<file path="config.mk">
export PLATFORM = sky130hd
export DESIGN_NAME = t08_fetch_pf_flat
export DESIGN_NICKNAME = d
export VERILOG_FILES = /design/src/rtl/t08_fetch_pf_pkg.sv /design/src/rtl/t08_fetch_pf_if.sv /design/src/rtl/t08_fetch_queue.sv /design/src/rtl/t08_fetch_pf.sv /design/src/flat_wrapper.sv
export SDC_FILE = /design/constraint.sdc
export NUM_CORES = 1
export LEC_CHECK = 0
export CAP_MARGIN = 10
export CORE_MARGIN = 10
export CORE_UTILIZATION = 25
export DETAILED_ROUTE_END_ITERATION = 6
export SETUP_SLACK_MARGIN = 0.3
export SLEW_MARGIN = 20
export SYNTH_ARGS = -nofsm -noshare
export SYNTH_HDL_FRONTEND = slang
export SYNTH_HIERARCHICAL = 1
export SYNTH_SLANG_ARGS = --single-unit
export TNS_END_PERCENT = 1
</file>
<file path="constraint.sdc">
create_clock -name clk -period 4.7 [get_ports clk]
set_input_delay 1.175 -clock clk [delete_from_list [all_inputs] [get_ports clk]]
set_output_delay 1.175 -clock clk [all_outputs]
set_load 0.03 [all_outputs]
</file>
<file path="src/rtl/t08_fetch_pf_pkg.sv">
// Shared types and defaults for the prefetching fetch unit.
// Latency: n/a (types and constants only).
// Backpressure: n/a.
package t08_fetch_pkg;

  localparam int          FETCH_XLEN       = 32;
  localparam logic [31:0] RESET_PC_DEFAULT = 32'h0000_0000;
  localparam int          INC_DEFAULT      = 4;

  typedef enum logic [1:0] {
    IDLE    = 2'd0,
    WAIT    = 2'd1,
    DISCARD = 2'd2
  } fetch_state_t;

  // One prefetched instruction tagged with the PC it was fetched from.
  typedef struct packed {
    logic [FETCH_XLEN-1:0] pc;
    logic [FETCH_XLEN-1:0] instr;
  } fetch_entry_t;

endpackage

</file>
<file path="src/rtl/t08_fetch_pf_if.sv">
// Instruction memory read bus: request held until a one-cycle ack strobe.
// Latency: set by the memory; data is valid in the ack cycle only.
// Backpressure: the requester holds req/addr stable until ack.
interface t08_fetch_pf_if #(parameter int XLEN = 32);
  logic            mem_req;
  logic [XLEN-1:0] mem_addr;
  logic            mem_ack;
  logic [XLEN-1:0] mem_rdata;

  modport master (output mem_req, output mem_addr, input mem_ack, input mem_rdata);
  modport slave  (input mem_req, input mem_addr, output mem_ack, output mem_rdata);
endinterface

</file>
<file path="src/rtl/t08_fetch_queue.sv">
// Prefetch FIFO of fetch_entry_t, head visible combinationally.
// Latency: a push is visible at the head on the following cycle.
// Backpressure: push ignored when full, pop ignored when empty; flush wins over both.
module t08_fetch_queue import t08_fetch_pkg::*; #(
  parameter int DEPTH = 4
) (
  input  logic                     clk,
  input  logic                     nrst,
  input  logic                     push,
  input  logic                     pop,
  input  logic                     flush,
  input  fetch_entry_t             push_entry,
  output fetch_entry_t             head,
  output logic [$clog2(DEPTH):0]   count,
  output logic                     full,
  output logic                     empty
);
  localparam int AW    = $clog2(DEPTH);
  localparam int CNT_W = AW + 1;

  fetch_entry_t   store [DEPTH];
  logic [AW-1:0]  wr_ptr;
  logic [AW-1:0]  rd_ptr;
  logic           do_push;
  logic           do_pop;

  assign full    = (count == CNT_W'(DEPTH));
  assign empty   = (count == '0);
  assign do_push = push & ~full;
  assign do_pop  = pop & ~empty;
  assign head    = store[rd_ptr];

  // Pointer and occupancy bookkeeping; a flush simply rewinds everything.
  always_ff @(posedge clk or negedge nrst) begin
    if (!nrst) begin
      wr_ptr <= '0;
      rd_ptr <= '0;
      count  <= '0;
    end else if (flush) begin
      wr_ptr <= '0;
      rd_ptr <= '0;
      count  <= '0;
    end else begin
      if (do_push) wr_ptr <= wr_ptr + AW'(1);
      if (do_pop)  rd_ptr <= rd_ptr + AW'(1);
      case ({do_push, do_pop})
        2'b10:   count <= count + CNT_W'(1);
        2'b01:   count <= count - CNT_W'(1);
        default: count <= count;
      endcase
    end
  end

  // Entry storage; needs no reset since occupancy guards every read.
  always_ff @(posedge clk) begin
    if (do_push && !flush) store[wr_ptr] <= push_entry;
  end

endmodule

</file>
<file path="src/rtl/t08_fetch_pf.sv">
// Fetch unit: PC, one-outstanding memory reads, DEPTH-entry prefetch queue, redirects.
// Latency: redirect -> IDLE (1) -> request (1) -> memory latency -> instr_valid (1).
// Backpressure: decode stalls via instr_ready; fetching pauses while the queue is full.
module t08_fetch_pf import t08_fetch_pkg::*; #(
  parameter int              XLEN     = FETCH_XLEN,
  parameter int              DEPTH    = 4,
  parameter logic [XLEN-1:0] RESET_PC = RESET_PC_DEFAULT,
  parameter int              INC      = INC_DEFAULT
) (
  input  logic              clk,
  input  logic              nrst,
  t08_fetch_pf_if.master    mem,
  output logic              instr_valid,
  output logic [XLEN-1:0]   instr,
  output logic [XLEN-1:0]   instr_pc,
  input  logic              instr_ready,
  input  logic              branch,
  input  logic              jump,
  input  logic              jalr,
  input  logic [XLEN-1:0]   imm_address,
  input  logic [XLEN-1:0]   jalr_target,
  output logic [XLEN-1:0]   ret_address,
  output logic              misalign
);
  localparam int CNT_W = $clog2(DEPTH) + 1;

  fetch_state_t     state, state_nxt;
  logic [XLEN-1:0]  fetch_pc, fetch_pc_nxt;
  logic [XLEN-1:0]  target;
  logic             redirect;
  logic             q_push, q_pop;
  logic             start_req, req_nxt;
  fetch_entry_t     head, push_entry;
  logic [CNT_W-1:0] count, count_after;
  logic             full, empty;

  // A redirect needs a real head instruction to be relative to.
  assign redirect    = instr_valid & (branch | jump | jalr);
  assign target      = jalr ? (jalr_target & ~XLEN'(1)) : (instr_pc + imm_address);
  assign q_pop       = instr_valid & instr_ready;
  assign q_push      = (state == WAIT) & mem.mem_ack & ~redirect;
  assign push_entry  = '{pc: fetch_pc, instr: mem.mem_rdata};
  assign count_after = count + CNT_W'(q_push) - CNT_W'(q_pop);

  assign instr_valid = ~empty;
  assign instr       = empty ? '0 : head.instr;
  assign instr_pc    = empty ? '0 : head.pc;

  t08_fetch_queue #(.DEPTH(DEPTH)) u_queue (
    .clk        (clk),
    .nrst       (nrst),
    .push       (q_push),
    .pop        (q_pop),
    .flush      (redirect),
    .push_entry (push_entry),
    .head       (head),
    .count      (count),
    .full       (full),
    .empty      (empty)
  );

  // FSM state register.
  always_ff @(posedge clk or negedge nrst) begin
    if (!nrst) state <= IDLE;
    else       state <= state_nxt;
  end

  // FSM next state: a request in flight at redirect time must be drained in DISCARD.
  always_comb begin
    state_nxt = state;
    case (state)
      IDLE:    if (!redirect && !full) state_nxt = WAIT;
      WAIT: begin
        if (redirect)          state_nxt = mem.mem_ack ? IDLE : DISCARD;
        else if (mem.mem_ack)  state_nxt = (count_after < CNT_W'(DEPTH)) ? WAIT : IDLE;
      end
      DISCARD: if (mem.mem_ack) state_nxt = IDLE;
      default: state_nxt = IDLE;
    endcase
  end

  // FSM outputs: a new address is launched whenever we enter WAIT fresh.
  always_comb begin
    req_nxt      = (state_nxt != IDLE);
    start_req    = (state_nxt == WAIT) && ((state == IDLE) || mem.mem_ack);
    fetch_pc_nxt = fetch_pc;
    if (redirect)    fetch_pc_nxt = target;
    else if (q_push) fetch_pc_nxt = fetch_pc + XLEN'(INC);
  end

  // Registered request; reset drops it asynchronously.
  always_ff @(posedge clk or negedge nrst) begin
    if (!nrst) begin
      mem.mem_req  <= 1'b0;
      mem.mem_addr <= RESET_PC;
    end else begin
      mem.mem_req <= req_nxt;
      if (start_req) mem.mem_addr <= fetch_pc_nxt;
    end
  end

  // PC, link register and misalignment pulse.
  always_ff @(posedge clk or negedge nrst) begin
    if (!nrst) begin
      fetch_pc    <= RESET_PC;
      ret_address <= '0;
      misalign    <= 1'b0;
    end else begin
      fetch_pc <= fetch_pc_nxt;
      misalign <= redirect && (target[1:0] != 2'b00);
      if (redirect && (jump || jalr)) ret_address <= instr_pc + XLEN'(INC);
    end
  end

endmodule

</file>
<file path="src/flat_wrapper.sv">
// flat-port wrapper written by rule: the top's interface ports become plain ports
module t08_fetch_pf_flat import t08_fetch_pkg::*;
#(
  parameter int              XLEN     = FETCH_XLEN,
  parameter int              DEPTH    = 4,
  parameter logic [XLEN-1:0] RESET_PC = RESET_PC_DEFAULT,
  parameter int              INC      = INC_DEFAULT
)
  (clk, nrst, instr_valid, instr, instr_pc, instr_ready, branch, jump, jalr, imm_address, jalr_target, ret_address, misalign, mem_mem_req, mem_mem_addr, mem_mem_ack, mem_mem_rdata);
  t08_fetch_pf_if #(.XLEN(XLEN)) mem_i ();
  input  logic clk;
  input  logic nrst;
  output logic instr_valid;
  output logic [XLEN-1:0] instr;
  output logic [XLEN-1:0] instr_pc;
  input  logic instr_ready;
  input  logic branch;
  input  logic jump;
  input  logic jalr;
  input  logic [XLEN-1:0] imm_address;
  input  logic [XLEN-1:0] jalr_target;
  output logic [XLEN-1:0] ret_address;
  output logic misalign;
  output wire logic [$bits(mem_i.mem_req)-1:0] mem_mem_req;
  output wire logic [$bits(mem_i.mem_addr)-1:0] mem_mem_addr;
  input wire logic [$bits(mem_i.mem_ack)-1:0] mem_mem_ack;
  input wire logic [$bits(mem_i.mem_rdata)-1:0] mem_mem_rdata;
  assign mem_mem_req = mem_i.mem_req;
  assign mem_mem_addr = mem_i.mem_addr;
  assign mem_i.mem_ack = mem_mem_ack;
  assign mem_i.mem_rdata = mem_mem_rdata;
  t08_fetch_pf #(.XLEN(XLEN), .DEPTH(DEPTH), .RESET_PC(RESET_PC), .INC(INC)) u_core (.clk(clk), .nrst(nrst), .mem(mem_i), .instr_valid(instr_valid), .instr(instr), .instr_pc(instr_pc), .instr_ready(instr_ready), .branch(branch), .jump(jump), .jalr(jalr), .imm_address(imm_address), .jalr_target(jalr_target), .ret_address(ret_address), .misalign(misalign));
endmodule
</file>
After elaboration in Yosys (flattened, before gate mapping)
Memory sizes are Yosys's and may differ from the RTL's.
Cells that the tools add are included.
W data, S select, Z words.
{ "word_totals": {"regBits": 107, "latch_bits": 0, "ram_bits": 256, "romBits": 0, "inputBits": 103, "output_inout_bits": 131, "word_cells": 73, "memories": 1} }
{ "memory_table": {"columns": ["name", "words", "width", "rd", "rd_ports_with_merged_regs", "wr", "line", "text"], "rows": [
  ["u_core.u_queue.store", 4, 64, 1, 0, 1, "t08_fetch_queue.sv:21", "fetch_entry_t store [DEPTH];"]
]} }
{ "op_classes": {"add_sub_neg": 9, "multipliers": 0, "n_div": 0, "n_lt_le_gt_ge": 1, "eq_ne": 6, "shift": 0, "mux": 20, "bitwise": 11, "reduce_logical": 16} }
{ "op_table": {"columns": ["cell", "n"], "rows": [
  ["$mux W32", 5],
  ["$add A32 B3 Y32 const B", 2],
  ["$add A32 B32 Y32", 1],
  ["$mux W2", 9],
  ["$reduce_bool A2 Y1", 4],
  ["$and A1 B1 Y1", 6],
  ["$eq A2 B1 Y1 const B", 3],
  ["$pmux W2 S3", 1],
  ["$pmux W3 S2", 1],
  ["$logic_and A1 B1 Y1", 5],
  ["$add A2 B1 Y2 const B", 2],
  ["$eq A2 B2 Y1 const B", 2],
  ["$add A3 B1 Y3", 1],
  ["$add A3 B1 Y3 const B", 1],
  ["$eq A3 B3 Y1 const B", 1],
  ["$logic_not A3 Y1", 1],
  ["$lt A3 B3 Y1 const B", 1],
  ["$mux W1", 3],
  ["$mux W3", 1],
  ["$not A1 Y1", 3],
  ["$reduce_bool A3 Y1", 1],
  ["$sub A3 B1 Y3", 1],
  ["$sub A3 B1 Y3 const B", 1],
  ["$logic_not A1 Y1", 2],
  ["other kinds (3)", 5]
]} }

Logic depth before layout (Yosys ltp)
Gate-level depths: netlist (run 1).
{ "logic_depth": {"ltp_word": 14, "mapped_depth": 19, "ltp_nobuf": 14} }

Hierarchy
The synthesis (run 1) kept the hierarchy.
{ "modules_own_cells": {"columns": ["module", "n_inst", "cells_per_inst", "area_each_um2", "seq_area_each_um2"], "rows": [
  ["t08_fetch_queue", 1, 400, 9811.9, 7862.5],
  ["t08_fetch_pf", 1, 833, 7203.2, 2502.4]
]} }

Worst setup path after synthesis (run 1)
No wires, ideal clock.
{ "synth_path": {"kind": "input -> register", "startpoint": "input port jalr", "endpoint": "memory u_core/u_queue/store[1][0] (netlist name), enable pin", "arrival_ns": 4.355, "path_slack_ns": -0.084, "path_stages": 11, "n_path_buf": 6, "path_cell_list": "buf_4 > nor3_1 > or2_1 > buf_4 > inv_1 > clkbuf_1 > buf_2 > buf_1 > buf_1 > nor3_1 > and2_1"} }
{ "synth_via": {"elab_chain_len": 8, "elab_cells_between_ends": 9} }
{ "synth_lines": {"columns": ["item", "line", "text"], "rows": [
  ["start, declared", "flat_wrapper.sv:19", "input logic jalr;"],
  ["$or A1 B1 Y1 (*)", "t08_fetch_pf.sv:38", "assign redirect = instr_valid & (branch | jump | jalr);"],
  ["$and A1 B1 Y1 (*)", "t08_fetch_pf.sv:38", null],
  ["named net u_core.redirect", "t08_fetch_pf.sv:30", "logic redirect;"],
  ["$not A1 Y1", "t08_fetch_pf.sv:41", "assign q_push = (state == WAIT) & mem.mem_ack & ~redirect;"],
  ["$and A1 B1 Y1", "t08_fetch_pf.sv:41", null],
  ["$and A1 B1 Y1", "t08_fetch_queue.sv:29", "assign do_push = push & ~full;"],
  ["$logic_and A1 B1 Y1 (*)", "t08_fetch_queue.sv:56", "if (do_push && !flush) store[wr_ptr] <= push_entry;"],
  ["$mux W1 (*)", "t08_fetch_queue.sv:56", null],
  ["$mux W1 (implied by the code) (*)", "t08_fetch_queue.sv:56", null],
  ["end, declared", "t08_fetch_queue.sv:21", null]
]} }
Mark *: on every way through the listed nets, which the timed path passes. The rest lies on a longest branch.

==> qor.yml, run 1 <==
status: "completed"
yosysSeqAreaShare: 0.6092
vdd_drop_max_v: 0.0002679
viasPerCell: 4.724
rsz0062_at_grt: "yes"
drc_errors: 0
die_y_um: 280.9
fin_crit_sh: 0.9219
dieWidth_um: 280.9
yosysMostFrequentCell: "edfxtp_1"
layoutNonFillerInstCount: 2398
ff2ff_path_depth: 14
crit_end: "instr_pc[22]"
drive_above_1_share: 0.1456
numCtsBuffers: 40
synth.largest_area_cell: "edfxtp_1"
drt-total-wl_um: 53500
clock_path_buffers: 3
initial_utilization: 0.2529
fin_util: 0.3263
grt_start_max_net_pins: 60
synthArstFlopShare: 0.2948
placedCellCount: 2325
critPathTopFamily: "buffers and inverters"
dr.first_iter.drc_count: 833
ys.flop_type: "edfxtp_1"
r2r_start: "u_core/u_queue/rd_ptr[0]"
wire_per_inst_um: 22.31
critPathKind: "flip-flop to output port"
place_ws_ns: 0.1676
critical_path_buf_inv_count: 3
ff2ff_setup_slack_ns: 0.46
clk-insertion-delay-late_ns: 0.57
cts_hold_buf: 0
port_buffers: 232
syn_inst: 1233
synth_common_cells: "256 x edfxtp_1, 112 x nand2_1, 107 x dfrtp_1"
netlist_top_cells_area: "edfxtp_1 45%, dfrtp_1 16%, mux4_2 8.5%"
crit_path_max_incr_delay_ns: 0.76
p_per_area_nw_per_um2: 678.3
crit_path_frequent_cell: "buf_4"
start_kind: "flip-flop"
worst_setup_path_end_kind: "output port"
hold_viol: 0
cts_htree_levels: 2
maxCapViolations: 0
syn_nets: 1377
place_congestion: 0.8716
ys_ff_latch: 363
arrival_ns: 3.16
final_max_slew_viol_count: 0
yosys.cell_types.count: 77
worstPathCellList: "buf_4, buf_4, mux4_2, nor2b_1, clkdlybuf4s50_1"
area_delta_synth_final_pct: 29.02
synth_area_um2: 17020
overflow: 0
power_leakage_nw: 7.739
hpwl_um: 38720
setup_violations: 0
core_area_um2: 67280
vias: 11330
top_level_ports: 234
ant_nets: 0
ctsRootBufferMaster: "clkbuf_16"
nNetsFinal: 1638
setup_slack_ns: 0.3668
tightest_slew_ns: 0.9014
crit_cells: 5
clock_skew_ns: 0.03796
finalCriticalPeriod_ns: 4.333
grt_pass1_wl_um: 78150
cp_max_fo: 21
fp-row-count: 95
cts_tree: "built"
grt_antenna_before_repair: 4
hold_path.class: "flip-flop to flip-flop"
synth.avg_cell_area_um2: 13.80
crit_required_ns: 3.52
clock_sinks: 363
startpoint: "u_core/u_queue/rd_ptr[1]"
p_total_mw: 14.89
antenna_cells: 0
grt_pass1_vias: 11620
r2r_end: "u_core/fetch_pc[29]"
max_slew_margin: 0.3991
fmax_mhz: 230.8
grt_usage: 0.1331
ys_warn_count: 6
crit_path_top_delay_cell: "clkdlybuf4s50_1"
yosys.area.top_type_share: 0.4518
path_clk_slew_ns: 0.06
synth-edff-count: 256
die_area_um2: 78900
drt_first_pass_iters: 5
==> through the flow <==
step	hold slack, ns	TNS (ns)	area [um^2]
after global routing	0.5079	0	21950
after CTS	0.4874	0	21950
after global placement	0.4646	0	20570
final	0.4837	0	21950
after floorplan	0.4758	-16.03	17020
after detailed placement	0.4618	0	20570
==> worst min-delay path by stage <==
stage / startpoint / to / slack (ns) / cells past startpoint
2_1_floorplan: u_core/fetch_pc[0] / u_core/u_queue/store[0][32] / 0.48 / 0
3_3_place_gp: u_core/mem.mem_addr[12] / u_core/mem.mem_addr[12] / 0.46 / 2
3_5_place_dp: u_core/mem.mem_addr[17] / u_core/mem.mem_addr[17] / 0.46 / 2
4_1_cts: u_core/ret_address[14] / u_core/ret_address[14] / 0.49 / 2
5_1_grt: u_core/mem.mem_addr[23] / u_core/mem.mem_addr[23] / 0.51 / 2
6_report: u_core/ret_address[14] / u_core/ret_address[14] / 0.48 / 2
==> layout make-up <==
| type | count | area, um^2 |
|---|---|---|
| clock buffer | 56 | 1144 |
| multi-input combinational | 792 | 6272 |
| inverter | 21 | 78.83 |
| timing repair buffer | 276 | 2766 |
| fill | 6600 | 45320 |
| tap | 873 | 1092 |
| clock inverter | 17 | 230.2 |
| sequential | 363 | 10370 |
==> power by group <==
group / internal (mW) / leakage (nW) / switching, mW
combinational: 2.56 / 3.49 / 4.06
clock: 1.98 / 0.665 / 1.30
sequential: 4.44 / 3.59 / 0.545
==> sequential cells by signal, summed over array words and instances, names as in the netlist <==
register,count
u_core/u_queue/store,256
u_core/fetch_pc,32
u_core/mem.mem_addr,32
u_core/ret_address,32
u_core/u_queue/count,3
u_core/state,2
u_core/u_queue/rd_ptr,2
u_core/u_queue/wr_ptr,2
u_core/mem.mem_req,1
u_core/misalign,1
==> worst register-to-register path: cells and delay by family (launching register included) <==
kind,cells,cell delay [ns]
compound gates,8,1.57
xor+xnor,1,0.37
fa+ha+maj,1,0.38
buf+inv,2,0.48
flops,1,0.48
mux,1,0.64
simple gates,1,0.23
==> logic make-up (layout without fill, tap and decap cells) <==
kind of cell,Yosys count,in the layout,share of synthesized area
buf+inv,78,370,0.02412
flops,363,363,0.6092
xor+xnor,84,84,0.04368
compound gates,225,225,0.08604
simple gates,362,362,0.1110
fa+ha+maj,41,41,0.03103
mux,80,80,0.09501
==> cell usage in the layout, fill, tap and decap left out, types with 46 or more instances in the layout <==
cell,netlist,routed
edfxtp_1,256,256
clkdlybuf4s50_1,0,231
nand2_1,112,112
dfrtp_1,107,105
a21oi_1,68,67
nor2b_1,64,64
mux4_2,64,64
o21ai_0,55,55
xnor2_1,47,47
nor2_1,47,46
==> repair_timing <==
action | 4_1_cts | 5_1_grt
endpoints found under the setup margin | 1 | 13
resized for setup | 1 | 1
setup buffers | 0 | 0
==> layer usage <==
| metal | global-route usage | vias up | routed length, um |
|---|---|---|---|
| li1 | - | 5163 | - |
| met1 | 0.1731 | 5747 | 23320 |
| met2 | 0.2055 | 342 | 24150 |
| met3 | 0.04420 | 69 | 4474 |
| met4 | 0.04356 | 6 | 1507 |
| met5 | 0 | - | 46 |
(Power assumes the default switching activity.)
==> run 2: changes to the inputs <==
CORE_MARGIN = 1   (was 10)
CORE_UTILIZATION = 55   (was 25)
PLACE_DENSITY = 0.8   (was unset)
==> run 2 against run 1 <==
Sequential cell count unchanged. Wire length down 21%. Clock-buffer cell count down 7. Non-clock buffer count down 7. Clock skew down 0.0045 ns. Global-route usage up 14 points. Core utilization up 37 points. Total power down 4.7%. Critical path depth up 1. Register-to-register slack worse by 0.05 ns. Sequential share of layout area up 1.8 points. Hold slack worse by 0.0094 ns. Largest cell class unchanged.
==> qor.yml, run 2 (synthesized netlist as in run 1, its figures left out) <==
post_cts_buffers: 0  # unchanged
setup_slack_ns: 0.3638  # -0.003018 ns
vias: 11410  # +0.75%
hold_path.class: "flip-flop to flip-flop"
grt_usage: 0.2742  # +0.1411
drc_errors: 0  # unchanged
ff2ff_setup_slack_ns: 0.41  # -0.05 ns
switching_power_mw: 5.514  # -6.6%
critPathTopFamily: "buffers and inverters"
viasPerCell: 5.978  # +27%
dr.first_iter.drc_count: 1019  # +22%
r2r_start: "u_core/u_queue/rd_ptr[0]"
power_frac_comb: 0.444  # about the same
clk-insertion-delay-late_ns: 0.53  # -0.04 ns
fin_crit_sh: 0.9226  # about the same
crit_path_top_delay_cell: "clkdlybuf4s50_1"
maxCapViolations: 0  # unchanged
area_delta_synth_final_pct: 24.21
place_ws_ns: 0.2651  # +0.09744 ns
hold_path_end: "u_core/ret_address[15]"
drt_first_pass_iters: 5  # unchanged
hold_start: "u_core/ret_address[15]"
crit_required_ns: 3.52  # about the same
top_level_ports: 234  # unchanged
numCtsBuffers: 38  # -5.0%
largest_reg_flops: 256  # unchanged
clock_power_share: 0.203  # -0.017
port_buffers: 232  # unchanged
critPathKind: "flip-flop to output port"
wire_per_inst_um: 22.09  # -0.98%
start_kind: "flip-flop"
place_congestion: 0.9373  # +7.5%
tightest_slew_ns: 0.6790  # -0.2224 ns
fmax_mhz: 230.6  # about the same
clock_skew_ns: 0.03343  # -0.004523 ns
swShare: 0.3884  # -0.008194
ff2ff_path_depth: 13  # -1
p_seq_frac: 0.354  # +0.019
worst_setup_path_end_kind: "output port"
whs_path_depth: 2  # unchanged
num-fill-cells: 2075  # -69%
rsz0062_at_grt: "yes"
fp-row-count: 64  # -33%
critical_path_buf_inv_count: 3  # unchanged
crit_path_max_incr_delay_ns: 0.64  # -0.12 ns
ctsRootBufferMaster: "clkbuf_16"
power_leakage_nw: 7.631  # -1.4%
p_int_mw: 8.683  # -3.4%
dieWidth_um: 177.9  # -37%
hpwl_um: 28840  # -26%
arrival_ns: 3.16  # about the same
clock_path_buffers: 3  # unchanged
layout_commonest_cell: "edfxtp_1"
die_area_um2: 31640  # -60%
cts_tree: "built"
drt-total-wl_um: 42170  # -21%
final_max_slew_viol_count: 0  # unchanged
r2r_end: "u_core/fetch_pc[22]"
hold_viol: 0  # unchanged
setup_violations: 0  # unchanged
grt_pass1_vias: 11380  # -2.1%
overflow: 0  # unchanged
drive_above_1_share: 0.1368  # -0.008759
fin_util: 0.6927  # +0.3664
core_area_um2: 30510  # -55%
cp_max_fo: 26  # +24%
setup_tns_ns: 0  # unchanged
status: "completed"
die_y_um: 177.9  # -37%
antenna_cells: 0  # unchanged
mostFrequentLayoutCells: "256 x edfxtp_1, 231 x clkdlybuf4s50_1, 112 x nand2_1"
grt_pass1_wl_um: 64630  # -17%
grt_start_max_net_pins: 73  # +22%
nNetsFinal: 1629  # -0.55%
max_slew_margin: 0.5473  # +0.1483
cts_htree_levels: 2  # unchanged
clock_sinks: 363  # unchanged
grt_antenna_before_repair: 0  # -4
ant_nets: 0  # unchanged
vdd_drop_max_v: 0.0004381  # +64%
path_clk_slew_ns: 0.06  # about the same
finalCriticalPeriod_ns: 4.336  # +0.003018 ns
hold_ws_ns: 0.4743  # -0.009357 ns
worstPathCellList: "or2_2, nor2_4, buf_12, buf_4, nor2b_1, clkdlybuf4s50_1"
p_per_area_nw_per_um2: 671.8  # -0.95%
regMostFlops: "u_core/u_queue/store"
initial_utilization: 0.5577  # +0.3048
-- run 2: worst min-delay path, cell delays in order (launching register included) --
cell     delay, ns
dfrtp_1       0.34
nand2_1       0.04
o21ai_0       0.06
-- run 2: cell type report --
| cell class | instances | area (um^2) | area share |
|---|---|---|---|
| tap | 396 | 495.5 | 0.02344 |
| clock buffer | 49 | 1054 | 0.04985 |
| inverter | 21 | 78.83 | 0.003730 |
| timing repair buffer | 269 | 2730 | 0.1292 |
| sequential | 363 | 10370 | 0.4907 |
| multi-input combinational | 792 | 6270 | 0.2967 |
| clock inverter | 19 | 136.4 | 0.006453 |
-- run 2: worst max path at each step --
stage | start | end | slack [ns] | cells after the start
6_report | u_core/u_queue/count[1] | instr_pc[27] | 0.36 | 6
5_1_grt | u_core/u_queue/count[1] | instr_pc[27] | 0.23 | 6
4_1_cts | u_core/u_queue/count[1] | instr_pc[27] | 0.35 | 6
3_5_place_dp | imm_address[0] | u_core/fetch_pc[22] | 0.27 | 12
3_3_place_gp | imm_address[0] | u_core/fetch_pc[22] | 0.31 | 12
2_1_floorplan | jalr | u_core/u_queue/store[2][0] | -0.08 | 11
-- run 2: metrics by stage --
stage | cells | area [um^2] | total power, mW
floorplan | 1233 | 17020 | 9.078
global placement | 1840 | 19910 | 11.11
detailed placement | 1840 | 19910 | 11.30
CTS | 1908 | 21100 | 14.21
global route | 1909 | 21130 | 14.92
finish | 1909 | 21130 | 14.20
-- run 2: power by group through the flow --
stage,sequential (mW),clock [mW],combinational (mW)
after floorplan,5.44,0,3.64
after detailed placement,5.06,0,6.24
after global routing,5.12,3.06,6.75
after CTS,5.02,2.91,6.28
final,5.02,2.88,6.30
after global placement,5.00,0,6.11
-- run 2: layer usage --
| metal | track usage | wire, um |
|---|---|---|
| met1 | 0.3741 | 16820 |
| met2 | 0.4486 | 20580 |
| met3 | 0.04434 | 3444 |
| met4 | 0.09402 | 1334 |
| met5 | 0 | 0 |
-- run 2: timing repair --
action,in CTS,in global routing
endpoints found under the setup margin,0,12
hold buffers,0,0
gates resized for setup,0,1
